===== config.mk =====
export PLATFORM = sky130hd
export DESIGN_NAME = time_core
export DESIGN_NICKNAME = d
export VERILOG_FILES = /design/src/rtl/time_core.sv
export SDC_FILE = /design/constraint.sdc
export NUM_CORES = 1
export LEC_CHECK = 0
export CORE_MARGIN = 2
export CORE_UTILIZATION = 64
export CTS_CLUSTER_DIAMETER = 150
export DETAILED_ROUTE_END_ITERATION = 12
export PLACE_DENSITY = 0.95
export REMOVE_ABC_BUFFERS = 1
export SLEW_MARGIN = 5
export SYNTH_ARGS = -nofsm -noshare
export SYNTH_HDL_FRONTEND = slang
export SYNTH_SLANG_ARGS = --single-unit
export TNS_END_PERCENT = 30

===== constraint.sdc =====
create_clock -name CLOCK_50 -period 10.9 [get_ports CLOCK_50]
set_clock_uncertainty 0.05 [all_clocks]
set_input_delay 1.09 -clock CLOCK_50 [delete_from_list [all_inputs] [get_ports CLOCK_50]]
set_output_delay 1.09 -clock CLOCK_50 [all_outputs]
set_load 0.005 [all_outputs]

===== src/rtl/time_core.sv =====
// -----------------------------------------------------------------------------
// time_core
// Timekeeping and time-set core for the DE2 digital clock.
//
// Divides CLOCK_50 down to a 10 ms tick and keeps a packed-BCD calendar from
// centiseconds up to a four-digit year. A two-state machine (RUN / SET)
// driven by debounced one-cycle key pulses lets the user edit each BCD digit.
//
// Optional feature macro: LEAP_YEAR_EN
//   defined   - February has 29 days in leap years (decided on BCD digits)
//   undefined - February always has 28 days
//
// Parameters
//   CLK_HZ      input clock frequency; tick divisor = CLK_HZ / 100
// Ports
//   CLOCK_50    in   system clock, all logic on its rising edge
//   rst         in   asynchronous active-high reset
//   key_mode    in   pulse: toggle RUN / SET
//   key_sel     in   pulse: advance selected digit (SET only)
//   key_inc     in   pulse: increment selected digit (SET only)
//   adjust      out  1 = running, 0 = adjusting
//   select      out  index (0-15) of the digit being set
//   millisecond out  BCD centiseconds 00-99
//   second      out  BCD 00-59
//   minute      out  BCD 00-59
//   hour        out  BCD 00-23
//   day         out  BCD 01-31
//   month       out  BCD 01-12
//   year_l      out  BCD low two year digits
//   year_h      out  BCD high two year digits
// -----------------------------------------------------------------------------
module time_core #(
   parameter int CLK_HZ = 50_000_000
) (
   input  logic       CLOCK_50,
   input  logic       rst,
   input  logic       key_mode,
   input  logic       key_sel,
   input  logic       key_inc,
   output logic       adjust,
   output logic [3:0] select,
   output logic [7:0] millisecond,
   output logic [6:0] second,
   output logic [6:0] minute,
   output logic [5:0] hour,
   output logic [5:0] day,
   output logic [4:0] month,
   output logic [7:0] year_l,
   output logic [7:0] year_h
);

   localparam int TICK_DIV = CLK_HZ / 100;
   localparam int CNT_W    = (TICK_DIV > 1) ? $clog2(TICK_DIV) : 1;
   localparam logic [CNT_W-1:0] CNT_LAST = CNT_W'(TICK_DIV - 1);

   // Field order: 0 centisec, 1 sec, 2 min, 3 hour, 4 day, 5 month,
   // 6 year low, 7 year high. Digit index = 2*field + (tens ? 1 : 0).
   localparam logic [7:0] FIELD_RST [8] =
      '{8'h00, 8'h00, 8'h00, 8'h00, 8'h01, 8'h01, 8'h00, 8'h20};
   // Largest tens digit of each field before a SET increment wraps to 0.
   localparam logic [3:0] TENS_LAST [8] =
      '{4'd9, 4'd5, 4'd5, 4'd2, 4'd3, 4'd1, 4'd9, 4'd9};

   typedef enum logic {
      RUN = 1'b0,
      SET = 1'b1
   } state_t;

   state_t           state_reg, state_next;
   logic [3:0]       sel_reg, sel_next;
   logic [CNT_W-1:0] cnt_reg, cnt_next;
   logic [7:0]       field_reg  [8];
   logic [7:0]       field_next [8];
   logic [7:0]       roll_field [8];
   logic [7:0]       inc_field  [8];
   logic [7:0]       dim;
   logic             tick;

   // Two-digit BCD increment: at or past 'last' it wraps to 'first' and
   // reports a carry into the next field.
   function automatic logic [8:0] bcd2_step(input logic [7:0] v,
                                            input logic [7:0] last,
                                            input logic [7:0] first);
      if (v >= last)
         return {1'b1, first};
      else if (v[3:0] >= 4'd9)
         return {1'b0, v[7:4] + 4'd1, 4'd0};
      else
         return {1'b0, v[7:4], v[3:0] + 4'd1};
   endfunction

`ifdef LEAP_YEAR_EN
   // Divisibility by 4 of a two-digit BCD number: the tens digit's parity
   // decides which units digits qualify.
   function automatic logic bcd_div4(input logic [7:0] v);
      if (!v[4])
         return (v[3:0] == 4'd0) || (v[3:0] == 4'd4) || (v[3:0] == 4'd8);
      else
         return (v[3:0] == 4'd2) || (v[3:0] == 4'd6);
   endfunction

   logic leap;
   assign leap = (field_reg[6] != 8'h00) ? bcd_div4(field_reg[6])
                                         : bcd_div4(field_reg[7]);
`endif

   // Days in the current month, BCD.
   always_comb begin
      dim = 8'h31;
      case (field_reg[5])
         8'h02: begin
`ifdef LEAP_YEAR_EN
            dim = leap ? 8'h29 : 8'h28;
`else
            dim = 8'h28;
`endif
         end
         8'h04, 8'h06, 8'h09, 8'h11: dim = 8'h30;
         default:                    dim = 8'h31;
      endcase
   end

   assign tick = (state_reg == RUN) && (cnt_reg == CNT_LAST);

   // Whole carry chain evaluated combinationally so a year rollover lands
   // on the single edge after the tick.
   always_comb begin
      logic       carry;
      logic [8:0] step;
      logic [7:0] last;
      logic [7:0] first;
      roll_field = field_reg;
      carry      = 1'b1;
      step       = '0;
      last       = 8'h99;
      first      = 8'h00;
      for (int i = 0; i < 8; i++) begin
         last  = 8'h99;
         first = 8'h00;
         case (i)
            1, 2: last = 8'h59;
            3:    last = 8'h23;
            4: begin
               last  = dim;
               first = 8'h01;
            end
            5: begin
               last  = 8'h12;
               first = 8'h01;
            end
            default: ;
         endcase
         if (carry) begin
            step          = bcd2_step(field_reg[i], last, first);
            roll_field[i] = step[7:0];
            carry         = step[8];
         end
      end
   end

   // Single-digit edit for SET mode: no carry between digits, then an
   // illegal hour/day/month falls back to its minimum.
   always_comb begin
      logic [2:0] idx;
      logic [7:0] cur;
      logic [7:0] upd;
      idx = sel_reg[3:1];
      cur = field_reg[idx];
      upd = cur;
      if (!sel_reg[0])
         upd[3:0] = (cur[3:0] >= 4'd9) ? 4'd0 : cur[3:0] + 4'd1;
      else
         upd[7:4] = (cur[7:4] >= TENS_LAST[idx]) ? 4'd0 : cur[7:4] + 4'd1;
      case (idx)
         3'd3: if (upd > 8'h23) upd = 8'h00;
         3'd4: if ((upd == 8'h00) || (upd > 8'h31)) upd = 8'h01;
         3'd5: if ((upd == 8'h00) || (upd > 8'h12)) upd = 8'h01;
         default: ;
      endcase
      inc_field      = field_reg;
      inc_field[idx] = upd;
   end

   // Next-state logic. key_mode has priority over the other keys and over
   // a coincident tick.
   always_comb begin
      state_next = state_reg;
      sel_next   = sel_reg;
      cnt_next   = cnt_reg;
      field_next = field_reg;
      case (state_reg)
         RUN: begin
            if (key_mode) begin
               state_next = SET;
               sel_next   = 4'd0;
               cnt_next   = '0;
            end else if (tick) begin
               cnt_next   = '0;
               field_next = roll_field;
            end else begin
               cnt_next = cnt_reg + CNT_W'(1);
            end
         end
         SET: begin
            cnt_next = '0;
            if (key_mode) begin
               state_next = RUN;
               // Editing may leave e.g. 31 April; clamp on exit.
               if (field_reg[4] > dim)
                  field_next[4] = dim;
            end else begin
               // Increment uses the old select even if key_sel is also set.
               if (key_inc)
                  field_next = inc_field;
               if (key_sel)
                  sel_next = sel_reg + 4'd1;
            end
         end
         default: state_next = RUN;
      endcase
   end

   always_ff @(posedge CLOCK_50 or posedge rst) begin
      if (rst) begin
         state_reg <= RUN;
         sel_reg   <= 4'd0;
         cnt_reg   <= '0;
      end else begin
         state_reg <= state_next;
         sel_reg   <= sel_next;
         cnt_reg   <= cnt_next;
      end
   end

   generate
      for (genvar gi = 0; gi < 8; gi++) begin : g_field
         always_ff @(posedge CLOCK_50 or posedge rst) begin
            if (rst)
               field_reg[gi] <= FIELD_RST[gi];
            else
               field_reg[gi] <= field_next[gi];
         end
      end
   endgenerate

   assign adjust      = (state_reg == RUN);
   assign select      = sel_reg;
   assign millisecond = field_reg[0];
   assign second      = field_reg[1][6:0];
   assign minute      = field_reg[2][6:0];
   assign hour        = field_reg[3][5:0];
   assign day         = field_reg[4][5:0];
   assign month       = field_reg[5][4:0];
   assign year_l      = field_reg[6];
   assign year_h      = field_reg[7];

endmodule


==> results.ini <==
[worst_setup_path]
r2r-start = select[2]
endpoint = year_l[2]
critPathMaxFanout = 31
required_ns = 11.06
cp_data_arrival_time_ns = 6.15
startpoint_type = register
end_kind = register
r2r_slack_ns = 4.90
r2r.worst_path.cells = 14
r2r-end = year_l[2]
path_class = reg2reg
setup.worst_path.start = select[2]

[flow_run]
drv_cap = 0

[routing]
dr_total_vias = 7136
drtIter0Drc = 1003
drt-wirelength-per-cell_um = 21.51
dr.pass1.iters = 5
viasPerCell = 6.875
drt_wl_total_um = 22330
ant_nets = 0
drc = 0

[final_layout]
final_common_cell = nor2_1
fillerInstances = 842
final_cell_mix = 93 x nor2_1, 85 x dfrtp_1, 74 x o21ai_0, 67 x nand2_1, 64 x clkdlybuf4s50_1
final-seq-area_um2 = 2206
largest_reg_flops = 19
utilization_pct = 71.02
area_delta_synth_final_pct = 8.928
drive_above_1_share_pct = 6.145
final_nets = 957
multiInputGateArea_um2 = 4469
n_antenna_cell = 0

[floorplanning]
start_util_pct = 65.20
fp.dieH_um = 111.6
core_um2 = 11370
num_io_pins = 65
rows = 39
die_w_um = 111.6
dieArea_um2 = 12460

[global_routing]
overflow = 0
grt_max_degree = 56
grt_use_total_pct = 35.71
grt_pass1_wl_um = 35130
antenna_found_initial = 0
grt_pass1_vias = 6704

[sta]
finalSetupViolCount = 0
timing.setup.tns_ns = 0
fin_crit_ns = 5.997
drv_slew = 0
tightest_slew_ns = 1.189
fin_ws_ns = 4.903
rsz0062_at_grt = no
slew_headroom_pct = 20.25
fmax_ghz = 0.1668
hold_viol = 0
fin_crit_sh_pct = 55.01

[yosys]
synth_seq_cells = 88
syn_area_per_cell_um2 = 8.367
yosysSeqAreaShare_pct = 29.76
synth-edff-count = 0
synth.distinct_cells = 77
yosys_warnings = 0
async_reset_ff_share_pct = 100.0
postSynthCellCount = 886
synth_area_um2 = 7413
synthFlopType = dfrtp_1

[cts]
h-tree-depth = 3
cts_resized = 0
cts_tree = done
postCtsSetupBuffers = 0
clk_path_buf_depth = 2
clkLatencyLatePin_ns = 0.36
cts_hold_repair.buffers = 0
cts_root_buf = clkbuf_16
path_clk_slew_ns = 0.07
cts_buffers = 9
cts_num_sinks = 88

[placement]
port_buffers = 64
dpl.hpwl_um = 16120
gp_congestion = 1.012
dp_slack_ns = 5.202

[run_status]
status = complete, no violations

[hold_path]
hp-class = reg2reg

[pwr]
power.total_mw = 2.119
p_sw_share_pct = 49.34
p_seq_share_pct = 28.0
leakage_nw = 3.507
ir_drop_uv = 151.7
power_density_nw_per_um2 = 262.5
p_sw_mw = 1.046
p_clk_share_pct = 15.4
internal-power_mw = 1.074
comb_power_share_pct = 56.6

==> critical path, stage by stage (launching register included) <==
cell and delay (ns):
dfrtp_1 1.06, clkinv_1 0.59, mux2i_1 0.46, inv_1 0.11, ha_1 0.29, or2_2 0.27, a21oi_1 0.20, a21o_1 0.17
nand2_1 0.08, a21oi_1 0.94, o31ai_1 0.25, nand4_1 0.22, nand2_1 0.24, o21ai_0 0.65, o311ai_0 0.24
==> kinds of logic after synthesis <==
family | after synthesis | share of synthesized area (%)
mux | 25 | 5.046
flops | 88 | 29.76
xor+xnor | 17 | 2.008
compound gates | 231 | 20.34
buf+inv | 138 | 9.958
fa+ha+maj | 62 | 10.46
simple gates | 325 | 22.43
==> cells in the mapped netlist, types with 10 or more instances <==
| master | instances | area (um2) |
|---|---|---|
| nor2_1 | 93 | 349.1 |
| dfrtp_1 | 85 | 2127 |
| o21ai_0 | 74 | 370.4 |
| nand2_1 | 67 | 251.5 |
| ha_1 | 62 | 775.7 |
| inv_1 | 57 | 214.0 |
| buf_4 | 55 | 412.9 |
| a21oi_1 | 46 | 230.2 |
| nand3_1 | 34 | 170.2 |
| nor3_1 | 18 | 90.09 |
| clkbuf_1 | 14 | 52.55 |
| nor2b_1 | 14 | 87.58 |
| mux2i_1 | 13 | 130.1 |
| nand4_1 | 13 | 81.33 |
| a31oi_1 | 11 | 68.82 |
| xor2_1 | 11 | 96.34 |
| o31ai_1 | 10 | 75.07 |
==> power by group through the flow <==
| stage | Sequential, mW | Clock [mW] | Combinational [mW] |
|---|---|---|---|
| 2_1_floorplan | 0.546 | 0 | 0.697 |
| 3_5_place_dp | 0.588 | 0 | 1.15 |
| 5_1_grt | 0.603 | 0.335 | 1.29 |
| 4_1_cts | 0.584 | 0.325 | 1.16 |
| 6_report | 0.594 | 0.325 | 1.20 |
| 3_3_place_gp | 0.588 | 0 | 1.13 |
==> routing by layer <==
layer | GRT usage (%) | part of all wire, % | vias up
li1 | - | - | 3177
met1 | 46.91 | 38 | 3352
met2 | 54.95 | 44 | 493
met3 | 7.077 | 12 | 114
met4 | 21.07 | 5.9 | 0
met5 | 0 | 0 | -
==> area by class of cell <==
| type | count | share of cell area (%) |
|---|---|---|
| timing repair buffer | 72 | 8.677 |
| sequential | 88 | 27.32 |
| tap | 143 | 2.216 |
| multi-input combinational | 660 | 55.35 |
| clock buffer | 12 | 3.052 |
| inverter | 59 | 2.758 |
| clock inverter | 4 | 0.6353 |
==> stage by stage <==
step | area [um2] | std cells | hold slack, ns
floorplan | 6897 | 807 | 0.4046
global placement | 7777 | 1022 | 0.4323
detailed placement | 7777 | 1022 | 0.4460
CTS | 8075 | 1038 | 0.4547
global route | 8075 | 1038 | 0.4842
finish | 8075 | 1038 | 0.4546
==> worst min-delay path by stage <==
stage               startpoint          to  cells after the start
global placement    cnt_reg[0]  cnt_reg[0]                      1
floorplan           cnt_reg[0]  cnt_reg[0]                      1
global route        cnt_reg[0]  cnt_reg[0]                      1
detailed placement  cnt_reg[0]  cnt_reg[0]                      1
finish              cnt_reg[0]  cnt_reg[0]                      1
CTS                 cnt_reg[0]  cnt_reg[0]                      1
Note: power is estimated with default switching activity, not from simulation.
